File: config.mk
export PLATFORM = sky130hd
export DESIGN_NAME = fc_seq
export DESIGN_NICKNAME = d
export VERILOG_FILES = /design/src/rtl/fc_seq.sv
export SDC_FILE = /design/constraint.sdc
export NUM_CORES = 1
export LEC_CHECK = 0
export CORE_MARGIN = 3
export CORE_UTILIZATION = 61
export DETAILED_ROUTE_END_ITERATION = 10
export HOLD_SLACK_MARGIN = 0.02
export PLACE_DENSITY_LB_ADDON = 0.08
export SLEW_MARGIN = 30
export SYNTH_ARGS = -nofsm -noshare
export SYNTH_HDL_FRONTEND = slang
export SYNTH_SLANG_ARGS = --single-unit
File: constraint.sdc
create_clock -name clk_in -period 4.75 [get_ports clk_in]
set_input_delay 0.475 -clock clk_in [delete_from_list [all_inputs] [get_ports clk_in]]
set_output_delay 0.475 -clock clk_in [all_outputs]
set_load 0.01 [all_outputs]
File: src/rtl/fc_seq.sv
// Time-multiplexed butterfly bit network: forward majority/XOR pass and backward
// error-spread pass with oscillator-gated weight flips. Optional macro: FC_SEQ_WLOAD_EN.
module fc_seq #(
  parameter int N           = 27,
  parameter int STRIDE_BASE = 3,
  parameter int NUM_LAYERS  = 3,
  localparam int LW         = (NUM_LAYERS > 1) ? $clog2(NUM_LAYERS) : 1
) (
  input  logic          clk_in,
  input  logic          rst_in,
  input  logic          oscillator,
  input  logic          fd_prop,
  input  logic          bk_prop,
  input  logic [N-1:0]  fin,
  input  logic [N-1:0]  bin,
`ifdef FC_SEQ_WLOAD_EN
  input  logic          wload_valid,
  input  logic [LW-1:0] wload_layer,
  input  logic [N-1:0]  wload_data,
`endif
  input  logic [LW-1:0] ctrl_rd_layer,
  output logic          busy,
  output logic          fd_prop_done,
  output logic          bk_prop_done,
  output logic [N-1:0]  fout,
  output logic [N-1:0]  bout,
  output logic [N-1:0]  control_out
);

  typedef enum logic [2:0] {
    S_IDLE  = 3'd0,
    S_FWD   = 3'd1,
    S_FDONE = 3'd2,
    S_BWD   = 3'd3,
    S_BDONE = 3'd4
  } state_t;

  localparam logic [LW:0]   NL     = NUM_LAYERS[LW:0];
  localparam logic [LW-1:0] LAST_L = NL[LW-1:0] - 1'b1;

  // (STRIDE_BASE**l) % N, reduced each step so large l cannot overflow.
  function automatic int layer_dist(input int l);
    int d;
    d = 1 % N;
    for (int k = 0; k < l; k++) d = (d * STRIDE_BASE) % N;
    return d;
  endfunction

  state_t        state_q, state_d;
  logic [LW-1:0] cnt_q, cnt_d;
  logic [N-1:0]  h_q, h_d;
  logic [N-1:0]  e_q, e_d;
  logic [N-1:0]  fout_q, fout_d;
  logic [N-1:0]  bout_q, bout_d;
  logic [N-1:0]  ctrl_q, ctrl_d;
  logic [N-1:0]  w_q [NUM_LAYERS];
  logic [N-1:0]  w_d [NUM_LAYERS];

  logic [N-1:0]  fwd_all [NUM_LAYERS];
  logic [N-1:0]  bwd_all [NUM_LAYERS];
  logic [N-1:0]  fwd_sel, bwd_sel;

  // D==0 needs no special case: MAJ(x,x,x)=x and x|x|x=x.
  for (genvar l = 0; l < NUM_LAYERS; l++) begin : g_layer
    localparam int D = layer_dist(l);
    logic [N-1:0] fwd_l, bwd_l;
    always_comb begin
      fwd_l = '0;
      bwd_l = '0;
      for (int i = 0; i < N; i++) begin
        fwd_l[i] = ((h_q[i] & h_q[(i+N-D)%N]) | (h_q[i] & h_q[(i+D)%N]) |
                    (h_q[(i+N-D)%N] & h_q[(i+D)%N])) ^ w_q[l][i];
        bwd_l[i] = e_q[i] | e_q[(i+N-D)%N] | e_q[(i+D)%N];
      end
    end
    assign fwd_all[l] = fwd_l;
    assign bwd_all[l] = bwd_l;
  end

  assign fwd_sel = fwd_all[cnt_q];
  assign bwd_sel = bwd_all[cnt_q];

  logic          wload_hit;
  logic [LW-1:0] wl_layer;
  logic [N-1:0]  wl_data;
`ifdef FC_SEQ_WLOAD_EN
  assign wload_hit = wload_valid && ({1'b0, wload_layer} < NL);
  assign wl_layer  = wload_layer;
  assign wl_data   = wload_data;
`else
  assign wload_hit = 1'b0;
  assign wl_layer  = '0;
  assign wl_data   = '0;
`endif

  always_comb begin
    state_d = state_q;
    cnt_d   = cnt_q;
    h_d     = h_q;
    e_d     = e_q;
    fout_d  = fout_q;
    bout_d  = bout_q;
    w_d     = w_q;
    ctrl_d  = ({1'b0, ctrl_rd_layer} < NL) ? w_q[ctrl_rd_layer] : '0;
    case (state_q)
      S_IDLE: begin
        // A load and an accepted start on the same edge: the pass sees the new row.
        if (wload_hit) w_d[wl_layer] = wl_data;
        if (fd_prop) begin
          state_d = S_FWD;
          cnt_d   = '0;
          h_d     = fin;
        end else if (bk_prop) begin
          state_d = S_BWD;
          cnt_d   = LAST_L;
          e_d     = bin;
        end
      end
      S_FWD: begin
        h_d = fwd_sel;
        if (cnt_q == LAST_L) begin
          fout_d  = fwd_sel;
          state_d = S_FDONE;
        end else begin
          cnt_d = cnt_q + 1'b1;
        end
      end
      S_BWD: begin
        if (oscillator) w_d[cnt_q] = w_q[cnt_q] ^ e_q;
        e_d = bwd_sel;
        if (cnt_q == '0) begin
          bout_d  = bwd_sel;
          state_d = S_BDONE;
        end else begin
          cnt_d = cnt_q - 1'b1;
        end
      end
      default: state_d = S_IDLE;
    endcase
  end

  always_ff @(posedge clk_in or negedge rst_in) begin
    if (!rst_in) begin
      state_q <= S_IDLE;
      cnt_q   <= '0;
      h_q     <= '0;
      e_q     <= '0;
      fout_q  <= '0;
      bout_q  <= '0;
      ctrl_q  <= '0;
      for (int l = 0; l < NUM_LAYERS; l++) w_q[l] <= '0;
    end else begin
      state_q <= state_d;
      cnt_q   <= cnt_d;
      h_q     <= h_d;
      e_q     <= e_d;
      fout_q  <= fout_d;
      bout_q  <= bout_d;
      ctrl_q  <= ctrl_d;
      for (int l = 0; l < NUM_LAYERS; l++) w_q[l] <= w_d[l];
    end
  end

  assign busy         = (state_q != S_IDLE);
  assign fd_prop_done = (state_q == S_FDONE);
  assign bk_prop_done = (state_q == S_BDONE);
  assign fout         = fout_q;
  assign bout         = bout_q;
  assign control_out  = ctrl_q;

endmodule

==> results of run 1 <==
## routing by layer
layer  routed length (um)  part of all wire
met5                   13           0.00037
met4                 1172             0.033
met3                 3323             0.094
met2                15400              0.44
met1                15320              0.43
## cell type report
type / count / share of cell area
multi-input cells: 897 / 0.4321
repair buffers: 161 / 0.1106
clock buffers: 39 / 0.05074
well taps: 265 / 0.02279
clock inverters: 3 / 0.002924
inverters: 2 / 0.0005160
flip-flops and latches: 221 / 0.3803
## critical path: stages (launching register included)
cell and delay [ps]:
dfrtp_4 980, or2_1 780, buf_4 470, o22ai_1 160, a221oi_1 330
## registers in the layout, indices dropped and copies added, names as in the netlist
signal       flops
fout            27
e_q             27
h_q             27
cnt_q            2
control_out     27
bout            27
w_q             81
state_q          3
## where the power goes
group	switching [uW]	total [uW]	internal, uW
Combinational	2930	5600	2680
Clock	737	1840	1110
Sequential	1570	4310	2730
## how the worst max path moves through the flow
| stage | slack, ps | end | startpoint |
|---|---|---|---|
| floorplan | 3180 | busy | state_q[0] |
| global placement | 1820 | h_q[20] | fd_prop |
| detailed placement | 1940 | h_q[25] | cnt_q[0] |
| CTS | 1900 | h_q[5] | cnt_q[0] |
| global route | 1690 | h_q[0] | cnt_q[0] |
| finish | 1870 | h_q[11] | cnt_q[0] |
## cells in the mapped netlist (all sizes together), types with 25 or more instances
| master | instances |
|---|---|
| maj3 | 63 |
| xor2 | 82 |
| dfrtp | 221 |
| clkbuf | 59 |
| o221a | 25 |
| xnor2 | 28 |
| o22a | 27 |
| a221oi | 27 |
| nor3 | 53 |
| o21ai | 162 |
| buf | 83 |
| nand2 | 166 |
| o22ai | 54 |
| mux2i | 108 |
| nand2b | 28 |
| o2bb2ai | 27 |
## metrics by stage
step / total power [uW] / hold slack [ps]
final: 11760 / 474.1
after global routing: 12490 / 498.0
after CTS: 11660 / 152.6
after detailed placement: 9770 / 469.4
after global placement: 9625 / 460.6
after floorplan: 7962 / 179.4
## what timing repair did
action	4_1_cts	5_1_grt
setup endpoints to repair	0	0
setup buffers	0	0
hold endpoints to repair	0	58
hold buffers	0	1
## cell families after synthesis
| family | after synthesis | synth area share |
|---|---|---|
| adder cells (fa/ha/maj) | 63 | 0.05036 |
| multiplexers | 109 | 0.08723 |
| AO/OA/AOI/OAI | 343 | 0.1880 |
| buffers and inverters | 144 | 0.05795 |
| XOR/XNOR | 110 | 0.07694 |
| AND/OR/NAND/NOR | 272 | 0.09782 |
| flip-flops | 221 | 0.4416 |
==> impl_metrics.tcl, run 1 <==
set metrics [dict create \
    post-dp-hpwl_um 23720 \
    die_h_um 149.3 \
    seqCellArea_um2 5534 \
    r2r_start "cnt_q[0]" \
    finalMaxSlewViolations 0 \
    fp.coreArea_um2 19780 \
    h-tree-depth 1 \
    ys_top_cells_by_area "dfrtp_1, mux2i_1, xor2_1" \
    synth-main-ff-cell "dfrtp_1" \
    cts_resized 0 \
    power_density_nw_per_um2 808.0 \
    r2r_cells 4 \
    clkTransAtPathRegs_ps 60 \
    synth-seq-cells 221 \
    required_ps 5160 \
    place_inst 1544 \
    drive_above_1_share 0.07407 \
    ys_seq_area_frac 0.4416 \
    fin_crit_sh 0.6060 \
    grtUsageMet3 0.05044 \
    num_rows 51 \
    diodes 0 \
    antenna_found_initial 1 \
    drtAntennaViolNets 0 \
    cts.sinks 221 \
    endpoint_kind "register" \
    cp-start-kind "register" \
    syn_to_final_growth_pct 16.20 \
    slew_headroom 0.3797 \
    yosys.area.top_type "dfrtp_1" \
    n_fill_cell 1463 \
    worstPathArrival_ps 3290 \
    first_pass_iters 5 \
    final_util 0.7355 \
    grt_max_degree 126 \
    crit_type "reg -> reg" \
    pin_count 145 \
    route.detailed.drc 0 \
    synth_top_area_share 0.4416 \
    fmax_mhz 347.4 \
    grt-ovfl-total 0 \
    finalNonFillerCells 1588 \
    peakVddDrop_v 0.0003788 \
    synthCells 1262 \
    routabilityCongestion 0.9466 \
    status "finished clean" \
    finalSetupViolCount 0 \
    fin_skew_ps 13.18 \
    vias_per_cell 6.441 \
    use_met1 0.4827 \
    finalNetCount 1368 \
    initial_core_util 0.6330 \
    r2r_end "h_q[11]" \
    fin_tns_setup_ps 0 \
    grt_use_met2 0.4678 \
    synth_enable_flop_cells 0 \
    grt_pass1_wl_um 55810 \
    drt-initial-drc-count 1121 \
    syn-num-nets 1323 \
    die_area_um2 22280 \
    port_buffers 144 \
    tritoncts "done" \
    hp-class "in -> async" \
    cts_made_buffers 24 \
    final_common_cell "dfrtp_1" \
    postLayoutCellArea_um2 14550 \
    worstPathMaxFanout 67 \
    cts_buffer_depth 3 \
    grt_pass1_vias 9774 \
    multi_input_area_um2 6287 \
    fp.dieW_um 149.3 \
    finalWorstSetupSlack_ps 1871 \
    synth_area_um2 12520 \
    r2r_slack_ps 1870 \
    tightest_slew_ps 927.2 \
    placed_area_um2 13730 \
    mostFrequentLayoutCells "dfrtp_1, nand2_1, clkdlybuf4s50_1" \
    worst_skew_pair.late_latency_ps 520 \
    synthDistinctLibCells 47 \
    rsz0062_at_grt "no" \
    grtUsageTotal 0.3171 \
    busiest_layer "met1" \
    p_leak_uw 0.006216 \
    async_flop_share 1.000 \
    period_minus_slack_ps 2879 \
    num_vias 10229 \
    wl_um 35230 \
    cts_root_buf "clkbuf_16" \
    maxCapViolCount 0 \
    finalHoldViolCount 0 \
    wl_per_cell_um 22.19 \
    syn_avg_cell_area_um2 9.922 \
    pre_cts_slack_ps 1937 \
    yosys_warnings 0 \
]
No activity file was read; power rests on OpenSTA's default activity.
==> inputs of run 2 (changes only) <==
--- a/config.mk
+++ b/config.mk
@@ -6,7 +6,7 @@
 export NUM_CORES = 1
 export LEC_CHECK = 0
 export CORE_MARGIN = 3
-export CORE_UTILIZATION = 61
+export CORE_UTILIZATION = 52
 export DETAILED_ROUTE_END_ITERATION = 10
 export HOLD_SLACK_MARGIN = 0.02
 export PLACE_DENSITY_LB_ADDON = 0.08
==> constraint.sdc (replaced) <==
create_clock -name clk_in -period 2.55 [get_ports clk_in]
set_input_delay 0.255 -clock clk_in [delete_from_list [all_inputs] [get_ports clk_in]]
set_output_delay 0.255 -clock clk_in [all_outputs]
set_load 0.01 [all_outputs]
==> run 2 against run 1 <==
Sequential share of layout area is 0.94 points lower. Global-route usage is 4.2 points lower. Power is 91% higher. Critical path type is now reg -> out. Largest power group unchanged.
==> impl_metrics.tcl, run 2 (synthesis results as in run 1) <==
set metrics [dict create \
    finalNetCount 1385 \
    final_common_cell "dfrtp_1" \
    maxCapViolCount 0 \
    grt_pass1_vias 9795 \
    r2r_end "fout[3]" \
    route.detailed.drc 0 \
    vias_per_cell 6.011 \
    die_h_um 161.2 \
    fin_tns_setup_ps 0 \
    finalMaxSlewViolations 0 \
    grtUsageTotal 0.2755 \
    finalWorstSetupSlack_ps 294.4 \
    die_area_um2 25980 \
    fin_skew_ps 21.66 \
    top_register "w_q" \
    peakVddDrop_v 0.0006904 \
    fp.coreArea_um2 23540 \
    drtAntennaViolNets 0 \
    cts_made_buffers 25 \
    largest_reg_flops 81 \
    worst_path_max_delay_cell "clkdlybuf4s50_1" \
    finalNonFillerCells 1660 \
    worst_skew_pair.late_latency_ps 540 \
    cp-start-kind "register" \
    tightest_slew_ps 802.0 \
    cpPeakStageDelay_ps 530 \
    status "finished clean" \
    num_vias 9979 \
    slew_headroom 0.4634 \
    drt-initial-drc-count 738 \
    tritoncts "done" \
    r2r_cells 4 \
    wl_um 36140 \
    p_leak_uw 0.006376 \
    pre_cts_slack_ps 495.9 \
    period_minus_slack_ps 2256 \
    place_inst 1615 \
    worstPathArrival_ps 2000 \
    r2r_slack_ps 490 \
    mostFrequentLayoutCells "dfrtp_1, nand2_1, clkdlybuf4s50_1" \
    finalHoldViolCount 0 \
    initial_core_util 0.5319 \
    fp.dieW_um 161.2 \
    crit_type "reg -> out" \
    required_ps 2300 \
    grt-ovfl-total 0 \
    r2r_start "cnt_q[0]" \
    worstPathMaxFanout 40 \
    drive_above_1_share 0.08874 \
    fmax_mhz 443.3 \
    cts.sinks 221 \
    routabilityCongestion 0.8938 \
    fin_crit_sh 0.8845 \
    finalSetupViolCount 0 \
    power_density_nw_per_um2 1507 \
    post-dp-hpwl_um 25330 \
    diodes 0 \
    port_buffers 144 \
    grt_max_degree 80 \
    antenna_found_initial 0 \
    postCtsSetupBuffers 0 \
    endpoint_kind "output port" \
    cts_root_buf "clkbuf_16" \
    path_cells "buf_4, nor2_1, and2_1, clkdlybuf4s50_1" \
    clkTransAtPathRegs_ps 60 \
    grt_pass1_wl_um 57010 \
    wl_per_cell_um 21.77 \
    cts_buffer_depth 3 \
    pin_count 145 \
    first_pass_iters 6 \
    hp-class "in -> async" \
    syn_to_final_growth_pct 19.08 \
    h-tree-depth 1 \
    num_rows 56 \
    rsz0062_at_grt "no" \
]
run 2: changes by cell type in the layout (fill, tap and decap cells not counted), moves of 2 or more:
cell	change
bufinv_16	+4
buf_4	+10
clkinv_2	+2
clkbuf_1	-5
buf_12	+7
run 2: final cells by class:
| type | instances | area (um^2) |
|---|---|---|
| clock buffer | 33 | 705.7 |
| clock inverter | 11 | 190.2 |
| fill | 1979 | 8631 |
| inverter | 2 | 7.507 |
| multi-input combinational | 897 | 6281 |
| sequential | 221 | 5532 |
| tap | 319 | 399.1 |
| timing repair buffer | 177 | 1797 |
run 2: critical path, delay by kind of cell (launching register included):
family,cells,cell delay [ps]
buf+inv,2,790
flops,1,370
simple gates,2,310
run 2: repair_timing:
item | 4_1_cts | 5_1_grt
endpoints found under the hold margin | 74 | 0
gates resized for setup | 0 | 0
hold buffers | 1 | 0
run 2: power breakdown:
part	total (uW)	switching [uW]	internal (uW)
registers	7850	2760	5090
logic	10700	5590	5120
clock network	3910	1470	2440
total	22500	9810	12700
run 2: worst max-delay path by stage:
| stage | from | endpoint | slack, ps | cells after the start |
|---|---|---|---|---|
| 6_report | state_q[0] | bk_prop_done | 290 | 4 |
| 5_1_grt | state_q[0] | bk_prop_done | 220 | 4 |
| 4_1_cts | state_q[0] | bk_prop_done | 280 | 4 |
| 3_5_place_dp | cnt_q[0] | fout[8] | 500 | 4 |
| 3_3_place_gp | fd_prop | h_q[25] | 530 | 6 |
| 2_1_floorplan | state_q[2] | h_q[10] | 1020 | 6 |
run 2: metal layers:
layer / track usage / vias to the layer above / routed length, um
met2: 0.4146 / 389 / 15860
met5: 0 / - / 0
met1: 0.4193 / 4887 / 16970
met4: 0.06961 / 0 / 716
li1: - / 4659 / -
met3: 0.04283 / 44 / 2593
run 2: stage by stage:
step / area, um^2 / power (uW) / hold slack, ps / util
6_report: 14910 / 22470 / 300.7 / 0.6334
5_1_grt: 14910 / 23960 / 357.0 / 0.6334
4_1_cts: 14910 / 22430 / 326.6 / 0.6334
3_5_place_dp: 14010 / 18430 / 288.4 / 0.5949
3_3_place_gp: 14010 / 18210 / 282.5 / 0.5949
2_1_floorplan: 12520 / 14830 / -40.59 / -
